$ cat src/rtl/psrand_pkg.sv
// Shared definitions for the xorshift32 pseudo-random stream: step function,
// shift constants, restart mode code and checker state encoding.
package psrand_pkg;

  localparam int         SH_A      = 13;
  localparam int         SH_B      = 7;
  localparam int         SH_C      = 11;
  localparam logic [3:0] MODE_RAND = 4'b0011;

  typedef enum logic [1:0] {HUNT, VERIFY, LOCKED} psrand_chk_st_t;

  function automatic logic [31:0] xorshift32_step(input logic [31:0] x);
    logic [31:0] t;
    t = x ^ (x << SH_A);
    t = t ^ (t >> SH_B);
    t = t ^ (t << SH_C);
    return t;
  endfunction

  function automatic logic [5:0] popcount32(input logic [31:0] v);
    logic [5:0] c;
    c = '0;
    for (int i = 0; i < 32; i++) c = c + 6'(v[i]);
    return c;
  endfunction

endpackage

$ cat src/rtl/psrand_step.sv
// Combinational single xorshift32 step; the generator-side model uses the same block.
module psrand_step
  import psrand_pkg::*;
(
  input  logic [31:0] cur,
  output logic [31:0] nxt
);

  assign nxt = xorshift32_step(cur);

endmodule

$ cat config.mk
export PLATFORM = sky130hd
export DESIGN_NAME = psrand_step
export DESIGN_NICKNAME = d
export VERILOG_FILES = /design/src/rtl/psrand_pkg.sv /design/src/rtl/psrand_step.sv
export SDC_FILE = /design/constraint.sdc
export NUM_CORES = 1
export LEC_CHECK = 0
export ABC_AREA = 1
export CAP_MARGIN = 20
export CORE_ASPECT_RATIO = 0.9
export CORE_UTILIZATION = 41
export DETAILED_ROUTE_END_ITERATION = 10
export GPL_ROUTABILITY_DRIVEN = 0
export PLACE_DENSITY = 0.86
export SYNTH_ARGS = -nofsm -noshare
export SYNTH_HDL_FRONTEND = slang
export SYNTH_SLANG_ARGS = --single-unit
$ cat constraint.sdc
create_clock -name vclk -period 1.3
set_input_delay 0.195 -clock vclk [all_inputs]
set_output_delay 0.195 -clock vclk [all_outputs]
set_load 0.005 [all_outputs]
==> results_dict.tcl, run 1 <==
set metrics [dict create \
    ios 64 \
    dp_hpwl_mm 3.04 \
    synth_warnings 0 \
    syn_inst 245 \
    yosysSeqAreaShare_pct 0 \
    yosys-top-cells-area "nand2_1 58%, xor2_1 13%, xnor2_1 9.5%" \
    stop_stage "global routing" \
    cts_hold_buf 0 \
    placedCellCount 356 \
    initial_core_util_pct 44.3 \
    die_y_um 51.4 \
    synth_nets 277 \
    worstEndpointGrtRepair "nxt[11]" \
    grt_max_degree 6 \
    ys_types 11 \
    synth_top_area_cell "nand2_1" \
    synth_area_mm2 0.00111 \
    status "aborted with a tool error" \
    worstEpCategory "top-level output" \
    postSynthAreaPerCell_um2 4.53 \
    portBuffers 64 \
    toolErrorMsg "[ERROR DPL-0038] Utilization greater than 100%, impossible to legalize" \
    num_rows 17 \
    synth.top_cell.area_share_pct 58.1 \
    die_x_um 56.9 \
]
cells by family after synthesis:
group,share of synthesized area (%)
xor+xnor,22.9
buf+inv,10.1
simple gates,67.0
per-stage QoR:
step / worst slack [ps] / hold WS [ps] / TNS [ps] / utilization (%) / area, um2
3_5_place_dp: -841 / 1490 / -21420 / 77.2 / 1940
4_1_cts: 1.65 / 838 / 0 / 92.2 / 2310
3_3_place_gp: -745 / 1490 / -20720 / 77.2 / 1940
2_1_floorplan: 244 / 459 / 0 / - / 1110
synth_stat cells, drive strengths merged:
cell type,number
xor2,17
nand3,8
nand3b,6
inv,22
xnor2,12
nand2,173
buf,5
nor2,2
what timing repair did:
item | in CTS
setup endpoints to repair | 32
pin swaps | 43
resized for setup | 266
hold endpoints to repair | 0
setup buffers | 24
==> inputs of run 2 (changes only) <==
--- a/config.mk
+++ b/config.mk
@@ -7,11 +7,11 @@
 export LEC_CHECK = 0
 export ABC_AREA = 1
 export CAP_MARGIN = 20
-export CORE_ASPECT_RATIO = 0.9
-export CORE_UTILIZATION = 41
+export CORE_AREA = 2 2 63 65
 export DETAILED_ROUTE_END_ITERATION = 10
+export DIE_AREA = 0 0 65 67
 export GPL_ROUTABILITY_DRIVEN = 0
-export PLACE_DENSITY = 0.86
+export PLACE_DENSITY_LB_ADDON = 0.15
 export SYNTH_ARGS = -nofsm -noshare
 export SYNTH_HDL_FRONTEND = slang
 export SYNTH_SLANG_ARGS = --single-unit
==> results_dict.tcl, run 2 <==
set metrics [dict create \
    status "finished clean" \
    cap_viol_max_count 0 \
    synth_top_area_cell "nand2_1" \
    period_share_pct 99.4 \
    yosysMostFrequentCell "nand2_1" \
    seq_cell_count 0 \
    dp_hpwl_mm 3.18 \
    slew_headroom_pct 82.5 \
    yosysSeqAreaShare_pct 0 \
    p_leak_nw 1.45 \
    fill_cells 301 \
    ios 64 \
    layout.nets 389 \
    crit_fanout 5 \
    synth_common_cells "172 x nand2_1, 19 x inv_1, 17 x xor2_1" \
    placedCellCount 382 \
    crit_path_start "cur[13]" \
    max_freq_mhz 774 \
    grt_pass1_wl_mm 7.45 \
    hold_class "in2out" \
    postSynthAreaPerCell_um2 4.53 \
    fin_cells 403 \
    cp_data_required_time_ps 1110 \
    drv_slew 0 \
    first_iter_violations 55 \
    drive_above_1_share_pct 56.3 \
    ys_types 11 \
    power_density_mw_per_mm2 495 \
    final_antenna_net_count 0 \
    synth_area_mm2 0.00111 \
    die_y_um 67 \
    fin_area_mm2 0.00257 \
    wl_mm 4.97 \
    finalSetupViolations 0 \
    portBuffers 64 \
    initial_core_util_pct 30.8 \
    synth_warnings 0 \
    regArea_um2 0 \
    final_cell_mix "114 x nand2_1, 55 x buf_4, 54 x nand2_2" \
    worst_pin_slew_ps 262 \
    worstSetupEndpointType "primary output" \
    worst_setup_path_start_kind "primary input" \
    synth_nets 277 \
    synthToLayoutAreaGrowth_pct 131 \
    die_x_um 65 \
    syn_inst 245 \
    cts_hold_buf 0 \
    via_count 1884 \
    clockBufferCount 0 \
    cp.arrival_ps 1100 \
    hp-start "cur[1]" \
    critPathKind "in2out" \
    core_mm2 0.00361 \
    dieArea_mm2 0.00436 \
    drc 0 \
    drt-pass1-iter-count 4 \
    grt_max_degree 7 \
    ir_worst_vdd_mv 0.232 \
    viasPerCell 4.67 \
    grt_pass1_vias 1814 \
    avgRoutedWirePerCell_um 12.3 \
    grt-ovfl-total 0 \
    yosys-top-cells-area "nand2_1 58%, xor2_1 13%, xnor2_1 9.5%" \
    antenna_found_initial 0 \
    num_rows 22 \
    layout_min_cycle_time_ps 1290 \
    synth.top_cell.area_share_pct 58.1 \
    grt_util_all_layers_pct 21.3 \
    placed_cell_area_mm2 0.00201 \
    hold_viol 0 \
    final_common_cell "nand2_1" \
    num_antenna_cells 0 \
    endpoint "nxt[30]" \
]
run 2: cell counts after synthesis:
No cell type changed its count.
run 2: cells by family (layout without fill, tap and decap cells):
family | after synthesis | in the layout | share of synthesized area [%]
buf+inv | 27 | 137 | 10.1
simple gates | 189 | 189 | 67.0
xor+xnor | 29 | 29 | 22.9
run 2: critical path, cell delays in order:
cell             delay (ps)
buf_6                   130
xnor2_4                 160
buf_4                   140
nand2_1                  70
nand2_2                 100
nand2_1                  50
nand2_1                  60
clkdlybuf4s15_2         190
run 2: metrics by stage:
step	setup TNS (ps)	power, mW	hold WS [ps]	util, %	setup slack [ps]
detailed placement	-21970	1.04	1550	55.7	-780
CTS	-221	1.13	843	65.3	-88.8
floorplan	0	0.436	459	-	244
finish	0	1.27	843	71.2	7.62
global placement	-21740	1.03	1550	55.7	-790
global route	-86.9	1.39	854	71.2	-25.4
run 2: layer usage:
layer / vias up / track usage [%] / routed length [um] / part of all wire (%)
met5: - / 0 / 0 / 0
met4: 0 / 4.79 / 174 / 3.5
met3: 18 / 1.52 / 259 / 5.2
met2: 72 / 42.1 / 2560 / 51
met1: 846 / 24.7 / 1980 / 40
li1: 948 / - / - / -
run 2: worst min path at each step:
stage | to | slack [ps] | depth (start not counted)
after global routing | nxt[1] | 850 | 3
after CTS | nxt[1] | 840 | 3
after floorplan | nxt[0] | 460 | 1
after global placement | nxt[1] | 1550 | 3
after detailed placement | nxt[1] | 1550 | 3
final | nxt[12] | 840 | 5
run 2: layout make-up:
type	count	area [um2]	area share, %
multi-input combinational	218	1530	59.7
inverter	22	85.1	3.31
timing repair buffer	115	890	34.6
tap	48	60.1	2.34
run 2: what timing repair did:
item | CTS | global route
setup buffers | 23 | 3
gates resized for setup | 261 | 102
pin swaps | 40 | 37
endpoints found under the setup margin | 32 | 22
run 2: power by group:
part | switching, mW | internal (mW) | leakage, nW
combinational | 0.627 | 0.645 | 1.45
sequential | 0 | 0 | 0
clock | 0 | 0 | 0
total | 0.627 | 0.645 | 1.45
Note: power is estimated with default switching activity, not from simulation.
==> inputs of run 3 (changes only) <==
==> constraint.sdc (replaced) <==
create_clock -name vclk -period 1.04
set_input_delay 0.156 -clock vclk [all_inputs]
set_output_delay 0.156 -clock vclk [all_outputs]
set_load 0.005 [all_outputs]
==> results_dict.tcl, run 3 (synthesis gave the netlist of run 2 again) <==
set metrics [dict create \
    drv_slew 0 \
    num_rows 22 \
    layout.nets 406 \
    avgRoutedWirePerCell_um 17.2 \
    fin_area_mm2 0.00317 \
    status "finished with violations" \
    final_cell_mix "84 x nand2_1, 68 x nand2_2, 44 x buf_4" \
    layout_min_cycle_time_ps 1210 \
    synthToLayoutAreaGrowth_pct 185 \
    wl_mm 7.22 \
    die_x_um 65 \
    crit_fanout 5 \
    hold_viol 0 \
    cp.arrival_ps 1060 \
    critPathKind "in2out" \
    final_antenna_net_count 0 \
    worst_setup_path_start_kind "primary input" \
    die_y_um 67 \
    violations "negative setup slack" \
    slew_headroom_pct 85.0 \
    dp_hpwl_mm 3.16 \
    max_freq_mhz 826 \
    core_mm2 0.00361 \
    dieArea_mm2 0.00436 \
    via_count 2145 \
    hold_class "in2out" \
    finalWorstSetupSlack_ps -171 \
    initial_core_util_pct 30.8 \
    tns_ps -1770 \
    grt_pass1_wl_mm 8.65 \
    placedCellCount 382 \
    p_leak_nw 1.69 \
    period_share_pct 116 \
    drc 0 \
    drive_above_1_share_pct 71.0 \
    placed_cell_area_mm2 0.00201 \
    ios 64 \
    regArea_um2 0 \
    grt_max_degree 7 \
    final_common_cell "nand2_1" \
    cap_viol_max_count 0 \
    rsz0062_at_grt "true" \
    seq_cell_count 0 \
    clockBufferCount 0 \
    worst_pin_slew_ps 225 \
    grt-ovfl-total 0 \
    cp_data_required_time_ps 880 \
    viasPerCell 5.11 \
    holdPathStages 5 \
    worstSetupEndpointType "primary output" \
    first_iter_violations 99 \
    num_antenna_cells 0 \
    ir_worst_vdd_mv 0.367 \
    drt-pass1-iter-count 4 \
    grt_pass1_vias 1950 \
    fin_cells 420 \
    grt_util_all_layers_pct 25.2 \
    antenna_found_initial 0 \
    finalSetupViolations 23 \
    power_density_mw_per_mm2 642 \
    portBuffers 64 \
]
## run 3: cell count changes in the layout (fill, tap and decap cells not counted), moves of 6 or more
cell,before,now
buf_2,15,27
buf_6,10,33
clkbuf_2,14,3
nand2_1,114,84
nand2_2,54,68
buf_4,55,44
dlygate4sd2_1,13,5
inv_4,1,7
buf_12,1,13
nand2_4,5,21
## run 3: repair_timing
item                       in CTS  in global routing
hold buffers                    0                  0
resized for setup             440                 99
pin swaps                      76                 65
buffers inserted               33                  7
setup endpoints to repair      32                 27
## run 3: per-stage QoR
stage / util [%] / power, mW / setup WS [ps] / hold slack [ps]
4_1_cts: 75.8 / 1.61 / -89.0 / 722
3_3_place_gp: 55.7 / 1.29 / -972 / 1470
3_5_place_dp: 55.7 / 1.29 / -961 / 1470
6_report: 87.9 / 2.03 / -171 / 734
2_1_floorplan: - / 0.545 / 61.6 / 381
5_1_grt: 87.9 / 2.15 / -209 / 752
## run 3: area by class of cell
cell class / count / area [um2]
Multi-Input combinational cell: 218 / 1720
Fill cell: 181 / 438
Inverter: 22 / 123
Tap cell: 48 / 60.1
Timing Repair Buffer: 132 / 1260
## run 3: worst paths after layout
kind,slack [ps],from,to
worst max-delay path,-170,cur[18],nxt[24]
worst min-delay path,730,cur[2],nxt[8]
## run 3: worst max-delay path: stages
cell and delay [ps]:
buf_12 100, clkinv_8 50, buf_6 120, nand2_2 70
nand2_2 70, nand2_2 90, nand2_4 60, inv_2 50
nand2_1 60, nand2_1 100, buf_2 120
## run 3: per-layer routing
layer	global-route usage (%)	vias to the layer above	wire, um
met2	50.1	132	3860
met4	6.38	0	424
met3	3.38	44	424
met5	0	-	0
met1	27.8	990	2510
li1	-	979	-
## run 3: power breakdown
group / switching, mW / internal [mW]
clock: 0 / 0
sequential: 0 / 0
combinational: 0.997 / 1.04
total: 0.997 / 1.04
==> inputs of run 4 (changes only) <==
--- a/config.mk
+++ b/config.mk
@@ -12,6 +12,7 @@
 export DIE_AREA = 0 0 65 67
 export GPL_ROUTABILITY_DRIVEN = 0
 export PLACE_DENSITY_LB_ADDON = 0.15
+export SLEW_MARGIN = 0
 export SYNTH_ARGS = -nofsm -noshare
 export SYNTH_HDL_FRONTEND = slang
 export SYNTH_SLANG_ARGS = --single-unit
==> results of run 4 <==
The final DEF is identical to that of run 3; final timing and power are the same.
